**src/rtl/sbase_trigger_debounce.sv**
```systemverilog
//------------------------------------------------------------------------------
// sbase_trigger_debounce : synchronise, debounce and pulse-encode a raw key line
// Revision: 1.0
//------------------------------------------------------------------------------
`default_nettype none

module sbase_trigger_debounce #(
    parameter int BW          = 20,
    parameter int DB_LEN      = 1000000,
    parameter bit KEY_ACT_LOW = 1'b1
) (
    input  logic CLK,
    input  logic RN,
    input  logic KEY_IN,
    output logic KEY_LEVEL,
    output logic TRG_ONE,
    output logic REL_ONE
);

    localparam logic          c_RELEASED = KEY_ACT_LOW;
    localparam logic [BW-1:0] c_CNT_LAST = BW'(DB_LEN - 1);
    localparam logic [BW-1:0] c_CNT_ONE  = BW'(1);

    localparam logic [1:0] c_S_IDLE_LO = 2'd0;
    localparam logic [1:0] c_S_WAIT_HI = 2'd1;
    localparam logic [1:0] c_S_IDLE_HI = 2'd2;
    localparam logic [1:0] c_S_WAIT_LO = 2'd3;

    logic          r_sync1;
    logic          r_sync2;
    logic [1:0]    r_state;
    logic [BW-1:0] r_cnt;
    logic          r_level;
    logic          r_trg;
    logic          r_rel;

    logic          w_key_s;
    logic [1:0]    w_state_nxt;
    logic [BW-1:0] w_cnt_nxt;
    logic          w_level_nxt;
    logic          w_trg_nxt;
    logic          w_rel_nxt;

    // Internal sense is 1 = pressed regardless of the pin polarity.
    assign w_key_s = r_sync2 ^ KEY_ACT_LOW;

    always_ff @(posedge CLK or negedge RN) begin
        if (!RN) begin
            r_sync1 <= c_RELEASED;
            r_sync2 <= c_RELEASED;
            r_state <= c_S_IDLE_LO;
            r_cnt   <= '0;
            r_level <= 1'b0;
            r_trg   <= 1'b0;
            r_rel   <= 1'b0;
        end else begin
            r_sync1 <= KEY_IN;
            r_sync2 <= r_sync1;
            r_state <= w_state_nxt;
            r_cnt   <= w_cnt_nxt;
            r_level <= w_level_nxt;
            r_trg   <= w_trg_nxt;
            r_rel   <= w_rel_nxt;
        end
    end

    always_comb begin
        w_state_nxt = r_state;
        w_cnt_nxt   = '0;
        case (r_state)
            c_S_IDLE_LO: begin
                if (w_key_s) w_state_nxt = c_S_WAIT_HI;
            end
            c_S_WAIT_HI: begin
                if (!w_key_s)                 w_state_nxt = c_S_IDLE_LO;
                else if (r_cnt == c_CNT_LAST) w_state_nxt = c_S_IDLE_HI;
                else                          w_cnt_nxt   = r_cnt + c_CNT_ONE;
            end
            c_S_IDLE_HI: begin
                if (!w_key_s) w_state_nxt = c_S_WAIT_LO;
            end
            c_S_WAIT_LO: begin
                if (w_key_s)                  w_state_nxt = c_S_IDLE_HI;
                else if (r_cnt == c_CNT_LAST) w_state_nxt = c_S_IDLE_LO;
                else                          w_cnt_nxt   = r_cnt + c_CNT_ONE;
            end
            default: begin
                w_state_nxt = c_S_IDLE_LO;
            end
        endcase
    end

    // Pulses default low; only the accepting transition raises one.
    always_comb begin
        w_level_nxt = r_level;
        w_trg_nxt   = 1'b0;
        w_rel_nxt   = 1'b0;
        case (r_state)
            c_S_WAIT_HI: begin
                if (w_key_s && (r_cnt == c_CNT_LAST)) begin
                    w_level_nxt = 1'b1;
                    w_trg_nxt   = 1'b1;
                end
            end
            c_S_WAIT_LO: begin
                if (!w_key_s && (r_cnt == c_CNT_LAST)) begin
                    w_level_nxt = 1'b0;
                    w_rel_nxt   = 1'b1;
                end
            end
            default: begin
                w_level_nxt = r_level;
            end
        endcase
    end

    assign KEY_LEVEL = r_level;
    assign TRG_ONE   = r_trg;
    assign REL_ONE   = r_rel;

endmodule

`default_nettype wire
```
**config.mk**
```make
export PLATFORM = sky130hd
export DESIGN_NAME = sbase_trigger_debounce
export DESIGN_NICKNAME = d
export VERILOG_FILES = /design/src/rtl/sbase_trigger_debounce.sv
export SDC_FILE = /design/constraint.sdc
export NUM_CORES = 1
export LEC_CHECK = 0
export ABC_AREA = 1
export ABC_CLOCK_PERIOD_IN_PS = 1500
export CAP_MARGIN = 25
export CORE_MARGIN = 1.5
export CORE_UTILIZATION = 45
export CTS_CLUSTER_SIZE = 14
export DETAILED_ROUTE_END_ITERATION = 10
export PLACE_DENSITY = 0.7
export REMOVE_ABC_BUFFERS = 1
export SLEW_MARGIN = 10
export SYNTH_ARGS = -nofsm -noshare
export SYNTH_HDL_FRONTEND = slang
export SYNTH_SLANG_ARGS = --single-unit
```
**constraint.sdc**
```tcl
create_clock -name CLK -period 1.5 [get_ports CLK]
set_input_delay 0.225 -clock CLK [delete_from_list [all_inputs] [get_ports CLK]]
set_output_delay 0.225 -clock CLK [all_outputs]
set_load 0.01 [all_outputs]
```
[Word-level counts from Yosys, hierarchy flattened]
Index checks and enable logic that the tools add are counted.
Widths: inputs -> output; s select.
Storage, ports and cells
  bits of input ports: 3
  output and inout port bits: 3
  flip-flop bits (word level): 27
  word-level logic and storage cells: 43
Cells by class
  eq/ne operators: 10
  muxes and demuxes: 18
  reductions and logical operators: 6
  add/subtract/negate cells: 1
  bitwise operators: 1
Operator list (number)
  $mux 20: 3
  $pmux 20 s2: 1
  $add 20x1->20 const B: 1
  $eq 20x20->1 const B: 1
  $mux 2: 6
  $ne 2x2->1 const B: 4
  $pmux 2 s4: 1
  $mux 1: 6
  $ne 3x3->1 const B: 2
  $eq 2x2->1 const B: 2
  $reduce_and 4->1: 1
  $reduce_and 3->1: 1
  $eq 2x1->1 const B: 1
  $logic_and 1x1->1: 2
  $logic_not 2->1: 1
  $pmux 1 s2: 1
  $reduce_bool 2->1: 1
  $not 1->1: 1

[Longest topological paths before layout]
Gate-level depths: netlist of the first run.
  word-level depth: 4
  mapped depth: 9
  mapped depth without buffers: 9

[Least setup slack after synthesis of the first run]
OpenSTA, ideal clock, no wires.
  path kind: register -> register
  start point: register r_cnt[0]
  end point: register r_cnt[17]
  data arrival time: 1.217 ns
  library setup time: 0.123 ns
  stages on the path, launching flop included: 10
  clock period less this slack: 1.339 ns
  path slack: 0.161 ns
  data required time: 1.377 ns
  path buffers: 1
  cell sequence: dfrtp_1 -> ha_1 -> nand2_1 -> nor2_2 -> nand2_1 -> nor2_2 -> nor2_4 -> buf_6 -> nand2_1 -> nor2_1
Between the ends
  word-level cells in the longest chain between the ends: 4
  elaborated cells between the ends (all ways): 6
  those cells by class: 1 x add/sub; 1 x eq/ne; 4 x mux
RTL lines
  start: declaration: line 32  | logic [BW-1:0] r_cnt;
  start signal: assignment: line 60  | r_cnt <= w_cnt_nxt;
  $add 20x1->20 or $eq 20x20->1 (tied branches)
  $mux 20 (*): line 76, 84
  $mux 20 (on tied branches): line 83, 75
  $pmux 20 s2 (*): line 70  | case (r_state)
  net w_cnt_nxt[17]: line 39  | logic [BW-1:0] w_cnt_nxt;
Mark *: on every way through the listed nets, which the timed path passes. The rest lies on a longest branch.
A chain may end at the register's enable or synchronous reset.

[Final worst setup path of the first run]
  start point: register r_cnt[0]
  end point: register r_cnt[18]
The elaborated chain is that of the path after synthesis.

==> flow_metrics.env, run 1 <==
export IMPL_clk_latency_ns=0.34
export IMPL_maxCapViolCount=0
export IMPL_clock_skew_ns=0.00161
export IMPL_dp_cells=259
export IMPL_cts_hold_buf=0
export IMPL_end_kind="flop"
export IMPL_synth_edf_count=0
export IMPL_drive_above_1_share=0.222
export IMPL_synth_area_per_cell_um2=7.24
export IMPL_post_dp_cell_area_um2=1620
export IMPL_clk_pin_slew_ns=0.15
export IMPL_numCtsBuffers=3
export IMPL_synth_area_leaders="dfrtp_1 43%, nand2_1 14%, nor2_1 12%"
export IMPL_yosysMostFrequentCell="nand2_1"
export IMPL_worstMarginPinSlew_ns=0.333
export IMPL_crit_required_ns=1.78
export IMPL_synth_cells=203
export IMPL_yosysWarnings=0
export IMPL_period_minus_slack_ns=1.49
export IMPL_hold_viol_final=0
export IMPL_first_iter_violations=67
export IMPL_rr_worst_depth=9
export IMPL_synth_seq_area_share=0.462
export IMPL_finalWeightedCongestion=0.944
export IMPL_wl_mm=3.15
export IMPL_synth_area_um2=1470
export IMPL_max_freq_mhz=672
export IMPL_async_flop_share=1.00
export IMPL_die_w_um=60.1
export IMPL_relSlewSlack=0.778
export IMPL_yosysTopAreaCell="dfrtp_1"
export IMPL_yosys_top_cells_count="55 x nand2_1, 46 x nor2_1, 26 x inv_1"
export IMPL_clock_path_buffers=2
export IMPL_diodes=0
export IMPL_grt_pass1_vias=1120
export IMPL_grt_ovfl_total=0
export IMPL_htreeDepth=1
export IMPL_start_util=0.477
export IMPL_p_leak_nw=0.781
export IMPL_dieArea_um2=3620
export IMPL_design_area_um2=1820
export IMPL_synth_seq_cells=27
export IMPL_grt_antenna_before_repair=0
export IMPL_cp_common_cell="nor2_4"
export IMPL_slew_violations=0
export IMPL_grt_start_max_net_pins=28
export IMPL_vias_per_cell=4.94
export IMPL_cts_tree="yes"
export IMPL_core_um2=3080
export IMPL_root_buffer="clkbuf_4"
export IMPL_setup_viol_count_final=0
export IMPL_vias=1329
export IMPL_stdcell_count=269
export IMPL_critical_path_arrival_ns=1.77
export IMPL_yosys_area_top_type_share=0.426
export IMPL_fp_row_count=20
export IMPL_portBuffers=5
export IMPL_slowest_stage="dfrtp_1"
export IMPL_rsz0062_at_grt="true"
export IMPL_clkSinkCount=27
export IMPL_drt_wirelength_per_cell_um=11.7
export IMPL_powerDensity_nw_per_um2=629
export IMPL_hp_class="primary input to asynchronous set/reset pin"
export IMPL_period_share=0.993
export IMPL_path_class="flop to flop"
export IMPL_die_h_um=60.1
export IMPL_num_fill_cells=287
export IMPL_track_usage=0.189
export IMPL_max_stage_delay_ns=0.43
export IMPL_path_cells="ha_2, nand2_2, nor2_4, nand2_2, nor2_4, nor2_4, clkbuf_16, nand2_1, nor2_1"
export IMPL_dr_pass1_iters=4
export IMPL_synth_flop_cell="dfrtp_1"
export IMPL_area_growth_pct=23.8
export IMPL_dp_hpwl_mm=2.19
export IMPL_startpoint_type="flop"
export IMPL_status="finished, final reports clean"
export IMPL_grt_pass1_wl_mm=4.99
export IMPL_drtAntennaViolNets=0
export IMPL_ioPinCount=6
export IMPL_ir_drop_mv=0.327
export IMPL_drt_drc_violations_left=0
export IMPL_crit_path_max_fanout=5
export IMPL_netlist_cell_type_count=24
export IMPL_layout_nets=230
[layout by cell type, fill, tap and decap left out, types with 2 or more instances in the layout]
cell type	count
a21oi_1	3
buf_4	12
clkbuf_4	3
clkdlybuf4s50_1	4
dfrtp_1	25
dfstp_2	2
inv_1	25
inv_2	2
nand2_1	47
nand2_2	9
nand3_1	9
nand3_2	2
nand4_1	3
nor2_1	39
nor2_2	5
nor2_4	7
nor3_1	6
o21ai_0	4
xor2_1	4
[worst max-delay path: cells and delay by family (launching register included)]
kind	cells	cell delay [ns]
DFF	1	0.43
buffers and inverters	1	0.19
and+or+nand+nor	7	0.60
adders and majority gates	1	0.22
[stage by stage]
step	power (mW)	util	setup WS, ns	TNS [ns]	hold WS, ns
2_1_floorplan	0.777	-	0.163	0	-0.0706
3_3_place_gp	0.804	0.527	0.0523	0	0.346
3_5_place_dp	0.805	0.527	-0.00138	-0.00138	0.348
4_1_cts	1.14	0.545	0.00895	0	0.235
5_1_grt	1.20	0.591	-0.0523	-0.345	0.263
6_report	1.14	0.591	0.0111	0	0.230
[power by group]
group	internal, mW	switching (mW)	leakage (nW)
combinational	0.0305	0.0399	0.400
sequential	0.737	0.00607	0.367
clock	0.103	0.228	0.0139
total	0.870	0.274	0.781
[layout make-up]
type                    instances  area, um^2  share of cell area
multi-input cells             147         761               0.418
well taps                      44        55.1              0.0303
clock inverters                 1        7.51             0.00413
repair buffers                 19         188               0.103
inverters                      28         108              0.0591
flip-flops and latches         27         678               0.373
clock buffers                   3        22.5              0.0124
[registers in the layout, summed over array words and instances (netlist names), named ones only]
name / cells
REL_ONE: 1
r_cnt: 20
KEY_LEVEL: 1
r_state: 1
r_sync1: 1
r_sync2: 1
TRG_ONE: 1
[kinds of logic after synthesis]
group           count (synthesis)  share of synthesized area
xor+xnor                        5                     0.0298
fa+ha+maj                       1                    0.00852
compound gates                  9                     0.0341
buf+inv                        29                     0.0792
flops                          27                      0.462
simple gates                  132                      0.387
[metal layers]
| layer | global-route usage | share of wire |
|---|---|---|
| met3 | 0.0325 | 0.042 |
| met1 | 0.264 | 0.47 |
| met5 | 0 | 0 |
| met4 | 0.0857 | 0.016 |
| met2 | 0.284 | 0.47 |
[what timing repair did]
action,4_1_cts,5_1_grt
gates resized for setup,1,27
cloned,0,1
pin swaps,1,3
setup endpoints to repair,10,25
buffers inserted,1,4
[worst paths after layout]
path | startpoint | slack [ns] | endpoint
min reg2reg | r_sync1 | 0.37 | r_sync2
min in group CLK | KEY_IN | 0.28 | r_sync1
max in group asynchronous | RN | 0.98 | r_sync1
min | RN | 0.23 | r_cnt[13]
max | r_cnt[0] | 0.01 | r_cnt[18]
max reg2reg | r_cnt[0] | 0.01 | r_cnt[18]
Power figures use the tool's default switching activity.
==> run 2: changes to the inputs <==
--- a/config.mk
+++ b/config.mk
@@ -7,12 +7,15 @@
 export LEC_CHECK = 0
 export ABC_AREA = 1
 export ABC_CLOCK_PERIOD_IN_PS = 1500
-export CAP_MARGIN = 25
+export CAP_MARGIN = 10
+export CELL_PAD_IN_SITES_DETAIL_PLACEMENT = 1
+export CELL_PAD_IN_SITES_GLOBAL_PLACEMENT = 1
 export CORE_MARGIN = 1.5
-export CORE_UTILIZATION = 45
+export CORE_UTILIZATION = 43
 export CTS_CLUSTER_SIZE = 14
 export DETAILED_ROUTE_END_ITERATION = 10
-export PLACE_DENSITY = 0.7
+export GPL_TIMING_DRIVEN = 0
+export PLACE_DENSITY = 0.85
 export REMOVE_ABC_BUFFERS = 1
 export SLEW_MARGIN = 10
 export SYNTH_ARGS = -nofsm -noshare
==> run 2 against run 1 <==
Effect of this change: the run now ends with setup timing left; critical path type unchanged; largest cell class unchanged; hold slack improved by 0.049 ns; final cell count increased by 3.3%; clock power rose by 3%.
==> flow_metrics.env, run 2 (same netlist as run 1, synthesis figures left out) <==
export IMPL_crit_path_start="r_sync2"
export IMPL_max_freq_mhz=639
export IMPL_hp_class="primary input to flop"
export IMPL_place_ws_ns=-0.232
export IMPL_drtAntennaViolNets=0
export IMPL_startpoint_type="flop"
export IMPL_cts_tree="yes"
export IMPL_final_cell_mix="48 x nand2_1, 36 x nor2_1, 24 x dfrtp_1"
export IMPL_drt_drc_violations_left=0
export IMPL_dp_hpwl_mm=2.80
export IMPL_clk_latency_ns=0.34
export IMPL_grt_pass1_wl_mm=5.94
export IMPL_ioPinCount=6
export IMPL_grt_antenna_before_repair=0
export IMPL_dr_pass1_iters=4
export IMPL_root_buffer="clkbuf_4"
export IMPL_setup_viol_count_final=5
export IMPL_drive_above_1_share=0.272
export IMPL_setup_tns_final_ns=-0.130
export IMPL_drt_wirelength_per_cell_um=16.0
export IMPL_fp_row_count=21
export IMPL_wl_mm=4.45
export IMPL_regToRegSetupSlack_ns=-0.06
export IMPL_clock_skew_ns=0.00363
export IMPL_finalWeightedCongestion=0.869
export IMPL_grt_start_max_net_pins=28
export IMPL_relSlewSlack=0.590
export IMPL_numCtsBuffers=3
export IMPL_area_growth_pct=27.8
export IMPL_p_leak_nw=0.854
export IMPL_regMostFlops="r_cnt"
export IMPL_diodes=0
export IMPL_status="finished with violations"
export IMPL_worstMarginPinSlew_ns=0.616
export IMPL_end_kind="flop"
export IMPL_crit_path_max_fanout=7
export IMPL_hold_viol_final=0
export IMPL_violations="setup timing"
export IMPL_path_class="flop to flop"
export IMPL_core_um2=3310
export IMPL_crit_end="r_cnt[13]"
export IMPL_grt_pass1_vias=1351
export IMPL_die_h_um=61.4
export IMPL_clkSinkCount=27
export IMPL_layout_commonest_cell="nand2_1"
export IMPL_grt_ovfl_total=0
export IMPL_track_usage=0.216
export IMPL_clk_pin_slew_ns=0.16
export IMPL_period_minus_slack_ns=1.56
export IMPL_clock_path_buffers=2
export IMPL_dp_cells=253
export IMPL_die_w_um=61.4
export IMPL_maxCapViolCount=0
export IMPL_start_util=0.444
export IMPL_dieArea_um2=3780
export IMPL_rr_worst_depth=9
export IMPL_worstReg2RegStart="r_sync2"
export IMPL_setup_slack_ns=-0.0644
export IMPL_portBuffers=5
export IMPL_stdcell_count=278
export IMPL_largest_register_ffs=20
export IMPL_htreeDepth=1
export IMPL_reg2reg_to="r_cnt[13]"
export IMPL_powerDensity_nw_per_um2=617
export IMPL_critical_path_arrival_ns=1.85
export IMPL_layout_nets=237
export IMPL_vias=1398
export IMPL_ir_drop_mv=0.259
export IMPL_first_iter_violations=53
export IMPL_period_share=1.04
export IMPL_crit_required_ns=1.78
export IMPL_slew_violations=0
export IMPL_rsz0062_at_grt="true"
export IMPL_vias_per_cell=5.03
-- run 2: critical path, cell delays in order (launching register included) --
cell and delay, ns:
dfstp_2 0.40, buf_4 0.14, nor2_4 0.13, nand2_1 0.09
nand2_2 0.10, inv_2 0.06, nor2_4 0.23, buf_12 0.16
nand2_1 0.07, nor2_1 0.12
-- run 2: metrics by stage --
stage          area [um^2]  hold WS (ns)  utilization  total power [mW]
6_report              1880         0.278        0.567              1.16
4_1_cts               1690         0.285        0.511              1.14
3_5_place_dp          1570         0.352        0.473             0.806
5_1_grt               1880         0.266        0.567              1.20
2_1_floorplan         1460       -0.0706            -             0.777
3_3_place_gp          1570         0.346        0.473             0.802
-- run 2: worst min path at each step --
stage / from / end / slack [ns] / cells after the start
2_1_floorplan: RN / KEY_LEVEL / -0.07 / 0
3_3_place_gp: r_sync1 / r_sync2 / 0.35 / 0
3_5_place_dp: r_sync1 / r_sync2 / 0.35 / 0
4_1_cts: KEY_IN / r_sync1 / 0.28 / 1
5_1_grt: KEY_IN / r_sync1 / 0.27 / 1
6_report: KEY_IN / r_sync1 / 0.28 / 1
-- run 2: layer usage --
metal,global-route usage,vias up,part of all wire
met5,0,-,0
met4,0.0638,0,0.019
met3,0.0252,9,0.012
met2,0.383,12,0.51
met1,0.275,691,0.46
li1,-,686,-
-- run 2: power breakdown --
part           internal (mW)  switching (mW)  total [mW]  leakage [nW]
logic                 0.0291          0.0459      0.0749         0.471
clock network          0.101           0.239       0.340        0.0177
registers              0.737         0.00699       0.744         0.365
total                  0.867           0.292        1.16         0.854
-- run 2: repair_timing --
action,in CTS,in global routing
endpoints found under the hold margin,0,25
hold buffers,0,1
gates resized for setup,11,27
setup buffers,7,13
pin swaps,3,3
endpoints found under the setup margin,20,27
-- run 2: area by class of cell --
type,instances,area (um^2)
clock buffer,3,22.5
tap,46,57.6
inverter,28,108
sequential,27,679
multi-input combinational,147,779
clock inverter,1,5.00
fill,431,1430
timing repair buffer,26,225
==> run 3: changes to the inputs <==
--- a/config.mk
+++ b/config.mk
@@ -15,7 +15,7 @@
 export CTS_CLUSTER_SIZE = 14
 export DETAILED_ROUTE_END_ITERATION = 10
 export GPL_TIMING_DRIVEN = 0
-export PLACE_DENSITY = 0.85
+export PLACE_DENSITY_LB_ADDON = 0.1
 export REMOVE_ABC_BUFFERS = 1
 export SLEW_MARGIN = 10
 export SYNTH_ARGS = -nofsm -noshare
==> run 3 against run 2 <==
Effect of this change: register-to-register slack improved by 0.14 ns; the flow now finishes without violations; critical path depth fell by 8; largest cell class unchanged; clock skew rose by 0.011 ns; hold slack improved by 0.0096 ns; critical endpoint is now TRG_ONE; combinational power fell by 10%; critical path type is now flop to output port; sequential power barely moved.
==> flow_metrics.env, run 3 (same netlist as run 1, synthesis figures left out) <==
export IMPL_max_stage_delay_ns=0.53
export IMPL_ir_drop_mv=0.335
export IMPL_crit_required_ns=1.27
export IMPL_vias_per_cell=5.04
export IMPL_p_leak_nw=0.774
export IMPL_startpoint_type="flop"
export IMPL_htreeDepth=1
export IMPL_finalWeightedCongestion=0.842
export IMPL_die_h_um=61.4
export IMPL_max_freq_mhz=696
export IMPL_layout_nets=229
export IMPL_first_iter_violations=51
export IMPL_final_cell_mix="50 x nand2_1, 40 x nor2_1, 25 x inv_1"
export IMPL_drt_drc_violations_left=0
export IMPL_critical_path_buf_inv_count=1
export IMPL_rsz0062_at_grt="true"
export IMPL_period_share=0.958
export IMPL_drtAntennaViolNets=0
export IMPL_num_fill_cells=428
export IMPL_clk_pin_slew_ns=0.15
export IMPL_portBuffers=5
export IMPL_clock_skew_ns=0.0147
export IMPL_cts_tree="yes"
export IMPL_core_um2=3310
export IMPL_hp_class="primary input to flop"
export IMPL_critical_path_arrival_ns=1.21
export IMPL_relSlewSlack=0.590
export IMPL_grt_start_max_net_pins=28
export IMPL_powerDensity_nw_per_um2=640
export IMPL_path_class="flop to output port"
export IMPL_fp_row_count=21
export IMPL_layout_commonest_cell="nand2_1"
export IMPL_grt_antenna_before_repair=0
export IMPL_area_growth_pct=22.3
export IMPL_ioPinCount=6
export IMPL_end_kind="output port"
export IMPL_slowest_stage="clkdlybuf4s50_1"
export IMPL_start_util=0.444
export IMPL_grt_pass1_wl_mm=5.89
export IMPL_track_usage=0.215
export IMPL_period_minus_slack_ns=1.44
export IMPL_maxCapViolCount=0
export IMPL_clock_path_buffers=2
export IMPL_grt_ovfl_total=0
export IMPL_vias=1361
export IMPL_die_w_um=61.4
export IMPL_hold_ws_ns=0.288
export IMPL_grt_pass1_vias=1328
export IMPL_root_buffer="clkbuf_4"
export IMPL_path_cells="clkdlybuf4s50_1"
export IMPL_setup_tns_final_ns=0
export IMPL_setup_viol_count_final=0
export IMPL_design_area_um2=1800
export IMPL_drive_above_1_share=0.210
export IMPL_largest_register_ffs=20
export IMPL_worstMarginPinSlew_ns=0.616
export IMPL_path_delay_family="buffers and inverters"
export IMPL_wl_mm=3.80
export IMPL_regMostFlops="r_cnt"
export IMPL_slew_violations=0
export IMPL_numCtsBuffers=3
export IMPL_crit_path_max_fanout=1
export IMPL_clkSinkCount=27
export IMPL_clk_latency_ns=0.35
export IMPL_dr_pass1_iters=4
export IMPL_fin_util=0.543
export IMPL_hold_viol_final=0
export IMPL_post_dp_cell_area_um2=1570
export IMPL_status="finished, final reports clean"
export IMPL_drt_wirelength_per_cell_um=14.1
export IMPL_dieArea_um2=3780
export IMPL_dp_hpwl_mm=2.59
export IMPL_diodes=0
run 3: worst reg2reg max path, stage by stage, from the launching register on:
cell     delay (ns)
dfrtp_2        0.50
inv_2          0.12
nand2_1        0.06
nor2_1         0.12
nand3_2        0.11
nor2_4         0.12
nor2_4         0.06
buf_6          0.14
inv_6          0.07
nor2_1         0.04
run 3: power by group:
| group | switching [mW] | total, mW | internal (mW) |
|---|---|---|---|
| registers | 0.00656 | 0.744 | 0.737 |
| logic | 0.0425 | 0.0671 | 0.0246 |
| clock network | 0.238 | 0.339 | 0.101 |
| total | 0.287 | 1.15 | 0.862 |
run 3: cell type report:
| class | instances | area, um^2 | area share |
|---|---|---|---|
| timing repair inverter | 1 | 8.76 | 0.00487 |
| inverter | 28 | 113 | 0.0627 |
| clock inverter | 1 | 5.00 | 0.00279 |
| clock buffer | 3 | 22.5 | 0.0125 |
| timing repair buffer | 17 | 150 | 0.0836 |
| multi-input combinational | 147 | 759 | 0.423 |
| sequential | 27 | 681 | 0.379 |
| tap | 46 | 57.6 | 0.0320 |
run 3: layer usage:
metal  track usage  share of wire  routed length [um]  vias up
met5             0              0                   0        -
met4        0.0790          0.012                  47        0
met3        0.0294          0.018                  67        5
met2         0.369           0.50                1920       14
met1         0.274           0.47                1770      674
li1              -              -                   -      668
run 3: final timing paths:
| path | depth (start not counted) | from | slack, ns | endpoint |
|---|---|---|---|---|
| worst min-delay path | 1 | KEY_IN | 0.29 | r_sync1 |
| max in group asynchronous | 2 | RN | 0.65 | r_cnt[3] |
| worst max-delay path | 1 | TRG_ONE | 0.06 | TRG_ONE |
| min in group asynchronous | 2 | RN | 0.40 | r_cnt[10] |
| worst min register to register | 0 | r_sync1 | 0.37 | r_sync2 |
| worst max register to register | 9 | r_cnt[11] | 0.08 | r_cnt[15] |
run 3: timing repair:
item / in CTS / in global routing
setup endpoints to repair: 16 / 26
resized for setup: 12 / 22
gates cloned: 0 / 1
setup buffers: 6 / 5
endpoints found under the hold margin: 0 / 25
pin swaps: 3 / 4
hold buffers: 0 / 1
run 3: per-stage QoR:
step                      instances  setup slack [ns]  power, mW
after global placement          253            -0.172      0.803
after floorplan                 202             0.163      0.777
after detailed placement        253            -0.230      0.805
after CTS                       263          -0.00501       1.14
after global routing            270           -0.0460       1.20
final                           270            0.0633       1.15
